$ cat src/rtl/ram_port_arbiter_if.sv
`default_nettype none
// ============================================================================
//  Module      : ram_port_arbiter_if
//  Description : Bundle of the two requester handshakes, their read-response
//                channels and the single RAM port driven by the arbiter.
//                slave  modport : the arbiter side
//                master modport : requesters + RAM (environment side)
//  Ports       : req{0,1}_valid/ready/we/addr/wdata/lock - request channels
//                rsp{0,1}_valid/rdata                    - read responses
//                ram_a/ram_d/ram_wr/ram_q                - RAM port
//  Revision    : 1.0 - initial release
// ============================================================================
interface ram_port_arbiter_if #(
    parameter int AW = 7,
    parameter int DW = 8
);
    logic          req0_valid;
    logic          req0_ready;
    logic          req0_we;
    logic [AW-1:0] req0_addr;
    logic [DW-1:0] req0_wdata;
    logic          req0_lock;

    logic          req1_valid;
    logic          req1_ready;
    logic          req1_we;
    logic [AW-1:0] req1_addr;
    logic [DW-1:0] req1_wdata;
    logic          req1_lock;

    logic          rsp0_valid;
    logic [DW-1:0] rsp0_rdata;
    logic          rsp1_valid;
    logic [DW-1:0] rsp1_rdata;

    logic [AW-1:0] ram_a;
    logic [DW-1:0] ram_d;
    logic          ram_wr;
    logic [DW-1:0] ram_q;

    modport slave (
        input  req0_valid, req0_we, req0_addr, req0_wdata, req0_lock,
        input  req1_valid, req1_we, req1_addr, req1_wdata, req1_lock,
        output req0_ready, req1_ready,
        output rsp0_valid, rsp0_rdata, rsp1_valid, rsp1_rdata,
        output ram_a, ram_d, ram_wr,
        input  ram_q
    );

    modport master (
        output req0_valid, req0_we, req0_addr, req0_wdata, req0_lock,
        output req1_valid, req1_we, req1_addr, req1_wdata, req1_lock,
        input  req0_ready, req1_ready,
        input  rsp0_valid, rsp0_rdata, rsp1_valid, rsp1_rdata,
        input  ram_a, ram_d, ram_wr,
        output ram_q
    );
endinterface
`default_nettype wire

$ cat src/rtl/ram_port_arbiter.sv
`default_nettype none
// ============================================================================
//  Module      : ram_port_arbiter
//  Description : Two-requester round-robin arbiter in front of one RAM port.
//                Supports bounded burst locking (MAX_BURST consecutive grants),
//                issues registered RAM commands and routes the RAM's
//                combinational read data back to the issuing requester two
//                cycles after the handshake.
//  Ports       : clk   - clock, rising edge
//                rst_n - asynchronous active-low reset
//                bus   - ram_port_arbiter_if.slave (requests, responses, RAM)
//  Revision    : 1.0 - initial release
// ============================================================================
module ram_port_arbiter #(
    parameter int AW        = 7,
    parameter int DW        = 8,
    parameter int MAX_BURST = 4
) (
    input  wire                   clk,
    input  wire                   rst_n,
    ram_port_arbiter_if.slave     bus
);

    // ------------------------------------------------------------------
    // Constants
    // ------------------------------------------------------------------
    localparam int CW = $clog2(MAX_BURST + 1);
    localparam logic [CW-1:0] C_MAX_CNT = CW'(MAX_BURST);
    localparam logic [CW-1:0] C_ONE     = CW'(1);

    localparam logic [1:0] ST_IDLE = 2'd0;
    localparam logic [1:0] ST_OWN0 = 2'd1;
    localparam logic [1:0] ST_OWN1 = 2'd2;

    // ------------------------------------------------------------------
    // Arbitration state
    // ------------------------------------------------------------------
    logic [1:0]    r_state;
    logic [1:0]    w_state_nxt;
    logic [CW-1:0] r_burst_cnt;
    logic [CW-1:0] w_burst_cnt_nxt;
    logic          r_last_grant;
    logic          w_last_grant_nxt;

    // Grant decision (combinational outputs of the FSM)
    logic          w_grant0;
    logic          w_grant1;
    logic          w_arb_last;

    // Selected request fields of the winning requester
    logic          w_hs;
    logic          w_sel;
    logic          w_sel_we;
    logic          w_sel_lock;
    logic [AW-1:0] w_sel_addr;
    logic [DW-1:0] w_sel_wdata;

    // Command stage (presented to the RAM) and response stage
    logic [AW-1:0] r_ram_a;
    logic [DW-1:0] r_ram_d;
    logic          r_ram_wr;
    logic          r_cmd_rd;
    logic          r_cmd_tag;
    logic          r_rsp0_valid;
    logic          r_rsp1_valid;
    logic [DW-1:0] r_rsp0_rdata;
    logic [DW-1:0] r_rsp1_rdata;

    // ------------------------------------------------------------------
    // FSM process 1: state register
    // ------------------------------------------------------------------
    always_ff @(posedge clk or negedge rst_n) begin
        if (!rst_n) begin
            r_state      <= ST_IDLE;
            r_burst_cnt  <= '0;
            r_last_grant <= 1'b1;     // requester 0 wins the first tie
        end else begin
            r_state      <= w_state_nxt;
            r_burst_cnt  <= w_burst_cnt_nxt;
            r_last_grant <= w_last_grant_nxt;
        end
    end

    // ------------------------------------------------------------------
    // FSM process 3: output logic (grants / ready)
    //
    // While a requester owns the port and still has burst budget it keeps
    // the grant. Otherwise the cycle is arbitrated like IDLE. On a forced
    // release the owner is treated as the last winner so the other side
    // gets priority.
    // ------------------------------------------------------------------
    always_comb begin
        w_grant0   = 1'b0;
        w_grant1   = 1'b0;
        w_arb_last = r_last_grant;

        if (r_state == ST_OWN0 && bus.req0_valid && r_burst_cnt < C_MAX_CNT) begin
            w_grant0 = 1'b1;
        end else if (r_state == ST_OWN1 && bus.req1_valid && r_burst_cnt < C_MAX_CNT) begin
            w_grant1 = 1'b1;
        end else begin
            if (r_state == ST_OWN0 && r_burst_cnt == C_MAX_CNT) begin
                w_arb_last = 1'b0;
            end else if (r_state == ST_OWN1 && r_burst_cnt == C_MAX_CNT) begin
                w_arb_last = 1'b1;
            end

            if (bus.req0_valid && bus.req1_valid) begin
                w_grant0 = w_arb_last;
                w_grant1 = !w_arb_last;
            end else begin
                w_grant0 = bus.req0_valid;
                w_grant1 = bus.req1_valid;
            end
        end
    end

    assign bus.req0_ready = w_grant0;
    assign bus.req1_ready = w_grant1;

    // A grant is only ever raised on a valid request, so a grant is a handshake.
    assign w_hs        = w_grant0 | w_grant1;
    assign w_sel       = w_grant1;
    assign w_sel_we    = w_sel ? bus.req1_we    : bus.req0_we;
    assign w_sel_lock  = w_sel ? bus.req1_lock  : bus.req0_lock;
    assign w_sel_addr  = w_sel ? bus.req1_addr  : bus.req0_addr;
    assign w_sel_wdata = w_sel ? bus.req1_wdata : bus.req0_wdata;

    // ------------------------------------------------------------------
    // FSM process 2: next-state logic
    //
    // Any cycle without a handshake, or a handshake without lock, drops
    // ownership. A locked handshake extends the burst when the same owner
    // still has budget; a regrant after forced release starts a new burst.
    // ------------------------------------------------------------------
    always_comb begin
        w_state_nxt      = ST_IDLE;
        w_burst_cnt_nxt  = '0;
        w_last_grant_nxt = r_last_grant;

        if (w_hs) begin
            w_last_grant_nxt = w_sel;
            if (w_sel_lock) begin
                w_state_nxt = w_sel ? ST_OWN1 : ST_OWN0;
                if (r_state == w_state_nxt && r_burst_cnt < C_MAX_CNT) begin
                    w_burst_cnt_nxt = r_burst_cnt + C_ONE;
                end else begin
                    w_burst_cnt_nxt = C_ONE;
                end
            end
        end
    end

    // ------------------------------------------------------------------
    // Command stage: registered RAM command, issued the cycle after the
    // handshake. Address and data hold on idle cycles; only the write
    // strobe is cleared.
    // ------------------------------------------------------------------
    always_ff @(posedge clk or negedge rst_n) begin
        if (!rst_n) begin
            r_ram_a   <= '0;
            r_ram_d   <= '0;
            r_ram_wr  <= 1'b0;
            r_cmd_rd  <= 1'b0;
            r_cmd_tag <= 1'b0;
        end else if (w_hs) begin
            r_ram_a   <= w_sel_addr;
            r_ram_d   <= w_sel_wdata;
            r_ram_wr  <= w_sel_we;
            r_cmd_rd  <= !w_sel_we;
            r_cmd_tag <= w_sel;
        end else begin
            r_ram_wr  <= 1'b0;
            r_cmd_rd  <= 1'b0;
        end
    end

    assign bus.ram_a  = r_ram_a;
    assign bus.ram_d  = r_ram_d;
    assign bus.ram_wr = r_ram_wr;

    // ------------------------------------------------------------------
    // Response stage: ram_q is valid for the address being presented, so
    // it is captured at the end of the command cycle and returned to the
    // tagged requester as a one-cycle pulse.
    // ------------------------------------------------------------------
    always_ff @(posedge clk or negedge rst_n) begin
        if (!rst_n) begin
            r_rsp0_valid <= 1'b0;
            r_rsp1_valid <= 1'b0;
            r_rsp0_rdata <= '0;
            r_rsp1_rdata <= '0;
        end else begin
            r_rsp0_valid <= r_cmd_rd && !r_cmd_tag;
            r_rsp1_valid <= r_cmd_rd &&  r_cmd_tag;
            if (r_cmd_rd && !r_cmd_tag) begin
                r_rsp0_rdata <= bus.ram_q;
            end
            if (r_cmd_rd && r_cmd_tag) begin
                r_rsp1_rdata <= bus.ram_q;
            end
        end
    end

    assign bus.rsp0_valid = r_rsp0_valid;
    assign bus.rsp1_valid = r_rsp1_valid;
    assign bus.rsp0_rdata = r_rsp0_rdata;
    assign bus.rsp1_rdata = r_rsp1_rdata;

endmodule
`default_nettype wire

$ cat src/flat_wrapper.sv
// flat-port wrapper written by rule: the top's interface ports become plain ports
module ram_port_arbiter_flat 
#(
    parameter int AW        = 7,
    parameter int DW        = 8,
    parameter int MAX_BURST = 4
)
  (clk, rst_n, bus_req0_valid, bus_req0_we, bus_req0_addr, bus_req0_wdata, bus_req0_lock, bus_req1_valid, bus_req1_we, bus_req1_addr, bus_req1_wdata, bus_req1_lock, bus_req0_ready, bus_req1_ready, bus_rsp0_valid, bus_rsp0_rdata, bus_rsp1_valid, bus_rsp1_rdata, bus_ram_a, bus_ram_d, bus_ram_wr, bus_ram_q);
  ram_port_arbiter_if #(.AW(AW), .DW(DW)) bus_i ();
  input  wire clk;
  input  wire rst_n;
  input wire logic [$bits(bus_i.req0_valid)-1:0] bus_req0_valid;
  input wire logic [$bits(bus_i.req0_we)-1:0] bus_req0_we;
  input wire logic [$bits(bus_i.req0_addr)-1:0] bus_req0_addr;
  input wire logic [$bits(bus_i.req0_wdata)-1:0] bus_req0_wdata;
  input wire logic [$bits(bus_i.req0_lock)-1:0] bus_req0_lock;
  input wire logic [$bits(bus_i.req1_valid)-1:0] bus_req1_valid;
  input wire logic [$bits(bus_i.req1_we)-1:0] bus_req1_we;
  input wire logic [$bits(bus_i.req1_addr)-1:0] bus_req1_addr;
  input wire logic [$bits(bus_i.req1_wdata)-1:0] bus_req1_wdata;
  input wire logic [$bits(bus_i.req1_lock)-1:0] bus_req1_lock;
  output wire logic [$bits(bus_i.req0_ready)-1:0] bus_req0_ready;
  output wire logic [$bits(bus_i.req1_ready)-1:0] bus_req1_ready;
  output wire logic [$bits(bus_i.rsp0_valid)-1:0] bus_rsp0_valid;
  output wire logic [$bits(bus_i.rsp0_rdata)-1:0] bus_rsp0_rdata;
  output wire logic [$bits(bus_i.rsp1_valid)-1:0] bus_rsp1_valid;
  output wire logic [$bits(bus_i.rsp1_rdata)-1:0] bus_rsp1_rdata;
  output wire logic [$bits(bus_i.ram_a)-1:0] bus_ram_a;
  output wire logic [$bits(bus_i.ram_d)-1:0] bus_ram_d;
  output wire logic [$bits(bus_i.ram_wr)-1:0] bus_ram_wr;
  input wire logic [$bits(bus_i.ram_q)-1:0] bus_ram_q;
  assign bus_i.req0_valid = bus_req0_valid;
  assign bus_i.req0_we = bus_req0_we;
  assign bus_i.req0_addr = bus_req0_addr;
  assign bus_i.req0_wdata = bus_req0_wdata;
  assign bus_i.req0_lock = bus_req0_lock;
  assign bus_i.req1_valid = bus_req1_valid;
  assign bus_i.req1_we = bus_req1_we;
  assign bus_i.req1_addr = bus_req1_addr;
  assign bus_i.req1_wdata = bus_req1_wdata;
  assign bus_i.req1_lock = bus_req1_lock;
  assign bus_req0_ready = bus_i.req0_ready;
  assign bus_req1_ready = bus_i.req1_ready;
  assign bus_rsp0_valid = bus_i.rsp0_valid;
  assign bus_rsp0_rdata = bus_i.rsp0_rdata;
  assign bus_rsp1_valid = bus_i.rsp1_valid;
  assign bus_rsp1_rdata = bus_i.rsp1_rdata;
  assign bus_ram_a = bus_i.ram_a;
  assign bus_ram_d = bus_i.ram_d;
  assign bus_ram_wr = bus_i.ram_wr;
  assign bus_i.ram_q = bus_ram_q;
  ram_port_arbiter #(.AW(AW), .DW(DW), .MAX_BURST(MAX_BURST)) u_core (.clk(clk), .rst_n(rst_n), .bus(bus_i));
endmodule
$ cat config.mk
export PLATFORM = sky130hd
export DESIGN_NAME = ram_port_arbiter_flat
export DESIGN_NICKNAME = d
export VERILOG_FILES = /design/src/rtl/ram_port_arbiter_if.sv /design/src/rtl/ram_port_arbiter.sv /design/src/flat_wrapper.sv
export SDC_FILE = /design/constraint.sdc
export NUM_CORES = 1
export LEC_CHECK = 0
export ABC_AREA = 1
export BUFFER_PORTS_ARGS = -buffer_cell sky130_fd_sc_hd__buf_2
export CORE_ASPECT_RATIO = 0.8
export CORE_MARGIN = 2
export CORE_UTILIZATION = 45
export DETAILED_ROUTE_END_ITERATION = 6
export PLACE_DENSITY = 0.75
export SLEW_MARGIN = 25
export SYNTH_ARGS = -nofsm -noshare
export SYNTH_HDL_FRONTEND = slang
export SYNTH_SLANG_ARGS = --single-unit
$ cat constraint.sdc
create_clock -name clk -period 1.9 [get_ports clk]
set_input_delay 0.475 -clock clk [delete_from_list [all_inputs] [get_ports clk]]
set_output_delay 0.475 -clock clk [all_outputs]
set_load 0.005 [all_outputs]
==> metrics, run 1 <==
status finished, violations left; failing checks setup timing; clock power share approximately 30%; Die Y 63.7 um; most common cell after layout, fill and taps aside buf_2; initial antenna violation count 0; Final setup viols 2; ys flop type dfrtp_1; DR WL/cell 11.4 um; Hold-fix buffers, CTS 0; synthesized area between 0.002 and 0.0025 mm^2; number of synthesized flops with an enable pin 0; CP required 1420 ps; antenna cell count 0; global route overflow 0; Setup WS post-layout -107 ps; most frequent cells in the layout buf_2, nand2_1, dfrtp_1; CP Max Fanout 3; Slew headroom between 60% and 70%; Total Nets Final around 370; first-pass GRT wire length ~7200 um; detailed placement HPWL roughly 3200 um; Leakage 1.52 nW; combinational share of power 27.0%; detail-routed via count per cell ~4.6; share of cells above drive strength 1 41.6%; H-tree depth 2; fin crit period 2010 ps; CTS sink count 42; num rows 21; post-placement worst setup slack 27.5 ps; Synth cell types 25; drc violations 0; largest net degree at the start of global routing 32; Sequential Power Share 43.7%; gpl congestion 0.881; PD cells 1070 mW/mm^2; Mean Syn Cell Area a little under 9 um^2; fin crit share 106%; clk slew on worst S/H paths 70 ps; Clock Path Buffers 2; Arr. time, crit path 1530 ps; CTS tree built; unrepaired setup endpoints after global routing yes; syn_nets 276; CP Capture Type output port; Final Hold Fails 0; count of yosys warnings during synthesis 0; die footprint 0.00501 mm^2; Synth Register Bits 42; Port Buffers 81; vias in the first global route between 1,500 and 2,000; antenna-violating nets left 0; Sw Ratio 28.6%; Root Buffer clkbuf_8; P_int 0.00206 W; number of I/O pins 82; setup TNS -167 ps; routed via count 1,749; Max Clock Freq 0.498 GHz; register area share after synthesis 52.5%; switching pwr 0.000827 W; asr flop ratio synth 100%; WS Path Type reg2out; crit path launch type flop; Final Skew 7.59 ps; Final Total Pwr 0.00289 W; Synth-to-Final Area Change 34.5%; core box area 0.00423 mm^2; cts bufs inserted 5; final wirelength around 4300 um; Mapped Cells 228; initial drt markers 75; final count of pins violating max slew 0; clock latency on the worst-skew pair 290 ps; max_cap viols 0; Tightest Pin Transition 475 ps; die span in x 78.6 um; VDD IR max between 0.0005 and 0.0006 V; Tot GR Track Use 18.2%; worst min path class in2async; Initial Utilization 47.4%; drt first pass iters 4
==> flip-flops by register name, summed over array words and instances, names as in the netlist <==
signal                 cells
u_core.bus.ram_d           8
u_core.bus.rsp0_rdata      8
u_core.bus.rsp1_rdata      8
u_core.bus.ram_a           7
u_core.r_burst_cnt         3
u_core.r_state             2
u_core.bus.ram_wr          1
u_core.bus.rsp0_valid      1
u_core.bus.rsp1_valid      1
u_core.r_cmd_rd            1
u_core.r_cmd_tag           1
u_core.r_last_grant        1
==> power groups by stage <==
stage	Clock (W)	Sequential, W	Combinational [W]
6_report	0.000848	0.00126	0.000781
2_1_floorplan	0	0.00129	0.000367
3_5_place_dp	0	0.00127	0.000739
5_1_grt	0.000905	0.00129	0.000888
4_1_cts	0.000865	0.00126	0.000773
3_3_place_gp	0	0.00127	0.000720
==> cells in the mapped netlist, drive strengths merged (2+ instances only) <==
cell,instances,share of area [%]
nand2,78,16
inv,42,8.0
dfrtp,41,51
o21ai,18,4.5
o211ai,16,6.2
nor2,8,2.0
buf,6,2.6
nand3,6,2.9
nand4,6,2.6
clkbuf,2,0.37
ha,2,1.2
==> critical path: stages, from the launching register on <==
cell	delay [ps]
dfrtp_1	390
inv_1	60
ha_2	160
nand2_2	60
inv_2	50
nand2_2	50
nand2_2	90
nand3_4	90
o211ai_1	130
buf_2	150
==> area by class of cell <==
type,count,area (um^2)
clock inverter,2,60.1
tap,57,71.3
timing repair buffer,92,519
inverter,42,160
clock buffer,6,82.6
sequential,42,1050
fill,364,1540
multi-input combinational,136,749
==> per-layer routing <==
layer	global-route usage, %	share of wire, %	wire (um)	vias to the layer above
met3	4.58	5.5	237	4
met1	22.8	48	2050	798
met4	4.61	0.53	23	0
met5	0	0	0	-
li1	-	-	-	897
met2	31.3	46	1990	50
==> path summary, 6_finish.rpt <==
| path | from | to | slack [ps] | cells past startpoint |
|---|---|---|---|---|
| max | u_core.r_burst_cnt[0]$_DFF_PN0_ | bus_req0_ready | -110 | 9 |
| min | rst_n | u_core.bus.ram_a[3]$_DFFE_PN0P_ | 120 | 1 |
| max reg2reg | u_core.r_burst_cnt[0]$_DFF_PN0_ | u_core.r_burst_cnt[0]$_DFF_PN0_ | 140 | 15 |
| min reg2reg | u_core.bus.ram_d[7]$_DFFE_PN0P_ | u_core.bus.ram_d[7]$_DFFE_PN0P_ | 480 | 2 |
| max in group asynchronous | rst_n | u_core.r_last_grant$_DFFE_PN1P_ | 1240 | 2 |
| min in group clk | bus_req1_wdata[2] | u_core.bus.ram_d[2]$_DFFE_PN0P_ | 430 | 3 |
==> metrics by stage <==
step           hold WS (ps)  cells  instance area [um^2]  utilization (%)
3_3_place_gp            436    361                  2460             58.1
4_1_cts                 130    375                  2660             62.9
2_1_floorplan           179    228                  2000                -
6_report                119    377                  2700             63.7
5_1_grt                 137    377                  2700             63.7
3_5_place_dp            445    361                  2460             58.1
==> logic make-up (layout without fill, tap and decap cells) <==
group                      count (synthesis)  in the layout  share of synthesized area [%]
adders and majority gates                  2              2                           1.25
and+or+nand+nor                           99             99                           24.1
AOI/OAI and AO/OA                         35             35                           11.2
buffers and inverters                     50            142                           11.0
DFF                                       42             42                           52.5
==> timing repair <==
item / 4_1_cts / 5_1_grt
gates resized for setup: 4 / 5
hold endpoints to repair: 0 / 0
setup endpoints to repair: 2 / 20
setup buffers: 6 / 2
cloned: 0 / 0
pin swaps: 5 / 3
Note: power is estimated with default switching activity, not from simulation.
==> run 2, diff against run 1 <==
--- a/config.mk
+++ b/config.mk
@@ -9,9 +9,9 @@
 export BUFFER_PORTS_ARGS = -buffer_cell sky130_fd_sc_hd__buf_2
 export CORE_ASPECT_RATIO = 0.8
 export CORE_MARGIN = 2
-export CORE_UTILIZATION = 45
+export CORE_UTILIZATION = 48
 export DETAILED_ROUTE_END_ITERATION = 6
-export PLACE_DENSITY = 0.75
+export PLACE_DENSITY = 0.8
 export SLEW_MARGIN = 25
 export SYNTH_ARGS = -nofsm -noshare
 export SYNTH_HDL_FRONTEND = slang
==> metrics, run 2 (same netlist as run 1, synthesis figures left out) <==
status finished, violations left (unchanged); failing checks setup timing (unchanged); Leakage 1.50 nW (was 1.52 nW); VDD IR max 0.000530 V (was 0.000504 V); Sequential Power Share 47.8% (was 43.7%); Synth-to-Final Area Change 32.1% (was 34.5%); combinational share of power 29.9% (was 27.0%); setup TNS -144 ps (was -167 ps); Setup WS post-layout -75.4 ps (was -107 ps); Final setup viols 2 (unchanged); antenna-violating nets left 0 (unchanged); met3 wire length 239 um (was 237 um); cts bufs inserted 5 (unchanged); routed via count 1,751 (was 1,749); Slew headroom 69.7% (was 68.3%); CP Capture Type output port (unchanged); global route overflow 0 (unchanged); dpl cell area 0.00245 mm^2 (was 0.00246 mm^2); met2 wire len 2180 um (was 1990 um); Initial Utilization 51.3% (was 47.4%); Max Clock Freq 0.506 GHz (was 0.498 GHz); num rows 20 (was 21); PD cells 995 mW/mm^2 (was 1070 mW/mm^2); H-tree depth 2 (unchanged); Final Total Pwr 0.00264 W (was 0.00289 W); Final Skew 7.13 ps (was 7.59 ps); initial antenna violation count 0 (unchanged); CP Max Fanout 3 (unchanged); Tightest Pin Transition 454 ps (was 475 ps); core box area 0.00390 mm^2 (was 0.00423 mm^2); Final Hold Fails 0 (unchanged); crit path launch type flop (unchanged); switching pwr 0.000840 W (was 0.000827 W); vias in the first global route 1,653 (was 1,700); CTS sink count 42 (unchanged); Arr. time, crit path 1500 ps (was 1530 ps); WS Path Type reg2out (unchanged); clk slew on worst S/H paths 80 ps (was 70 ps); final count of pins violating max slew 0 (unchanged); Top Metal Used met4 (unchanged); Finished Cell Area 0.00265 mm^2 (was 0.00270 mm^2); Clock Path Buffers 2 (unchanged); Tot GR Track Use 20.0% (was 18.2%); DR WL/cell 11.6 um (was 11.4 um); clock latency on the worst-skew pair 290 ps (about the same); Util after Layout 67.9% (was 63.7%); max_cap viols 0 (unchanged); gpl congestion 0.825 (was 0.881); most frequent cells in the layout buf_2, nand2_1, dfrtp_1 (unchanged); fin crit period 1980 ps (was 2010 ps); worst min path class in2async (unchanged); share of cells above drive strength 1 41.7% (was 41.6%); first-pass GRT wire length 7220 um (was 7250 um); Sw Ratio 31.9% (was 28.6%); initial drt markers 84 (was 75); detailed placement HPWL 3260 um (was 3170 um); unrepaired setup endpoints after global routing yes (unchanged); final wirelength 4380 um (was 4310 um); CTS tree built (unchanged); antenna cell count 0 (unchanged); most common cell after layout, fill and taps aside buf_2 (unchanged); CP required 1420 ps (about the same); Root Buffer clkbuf_8 (unchanged); largest net degree at the start of global routing 32 (unchanged); drt first pass iters 4 (unchanged); Hold-fix buffers, CTS 0 (unchanged); met1 wire length 1900 um (was 2050 um); P_int 0.00180 W (was 0.00206 W); Port Buffers 81 (unchanged); detail-routed via count per cell 4.66 (was 4.64); number of I/O pins 82 (unchanged); Die Y 61.8 um (was 63.7 um); drc violations 0 (unchanged); die span in x 76.3 um (was 78.6 um); die footprint 0.00471 mm^2 (was 0.00501 mm^2); Hold WS 69.5 ps (was 119 ps); fin crit share 104% (was 106%); Total Nets Final 368 (was 367); clock power share 22.3% (was 29.3%)
-- run 2: critical path: stages, from the launching register on --
cell and delay [ps]:
dfrtp_1 390, inv_1 70, ha_2 170, nand2_2 60
inv_2 50, nand2_2 60, nand2_4 70, nand3_4 80
o211ai_1 110, buf_2 150
-- run 2: metal layers --
metal  global-route usage, %  vias up
met3                    5.78        8
met4                    6.23        0
met5                       0        -
met2                    34.8       52
li1                        -      899
met1                    25.1      792
-- run 2: power by group through the flow --
stage	Combinational, W	Sequential, W	Clock, W
final	0.000788	0.00126	0.000587
after floorplan	0.000367	0.00129	0
after global routing	0.000898	0.00129	0.000636
after CTS	0.000782	0.00126	0.000602
after global placement	0.000717	0.00127	0
after detailed placement	0.000741	0.00127	0
-- run 2: what timing repair did --
action / in CTS / in global routing
cloned: 0 / 0
setup endpoints to repair: 2 / 18
pin swaps: 3 / 1
resized for setup: 7 / 5
setup buffers: 6 / 2
-- run 2: layout make-up --
class                      count  area, um^2
fill                         321        1250
sequential                    42        1050
multi-input combinational    136         754
timing repair buffer          93         513
inverter                      42         165
clock buffer                   6        82.6
tap                           55        68.8
clock inverter                 2        12.5
-- run 2: stage by stage --
stage / worst slack [ps] / instances
after floorplan: 314 / 228
after global placement: 157 / 360
after detailed placement: 44.6 / 360
after CTS: -93.2 / 374
after global routing: -208 / 376
final: -75.4 / 376
-- run 2: worst paths after layout --
check,start,end,slack (ps),cells after the start
worst min register to register,u_core.bus.ram_d[5]$_DFFE_PN0P_,u_core.bus.ram_d[5]$_DFFE_PN0P_,480,2
worst max register to register,u_core.r_burst_cnt[0]$_DFF_PN0_,u_core.r_burst_cnt[0]$_DFF_PN0_,150,14
max in group asynchronous,rst_n,u_core.bus.ram_d[4]$_DFFE_PN0P_,1260,2
worst min-delay path,rst_n,u_core.bus.rsp0_rdata[0]$_DFFE_PN0P_,70,1
worst max-delay path,u_core.r_burst_cnt[0]$_DFF_PN0_,bus_req0_ready,-80,9
min in group clk,bus_req1_addr[2],u_core.bus.ram_a[2]$_DFFE_PN0P_,430,3
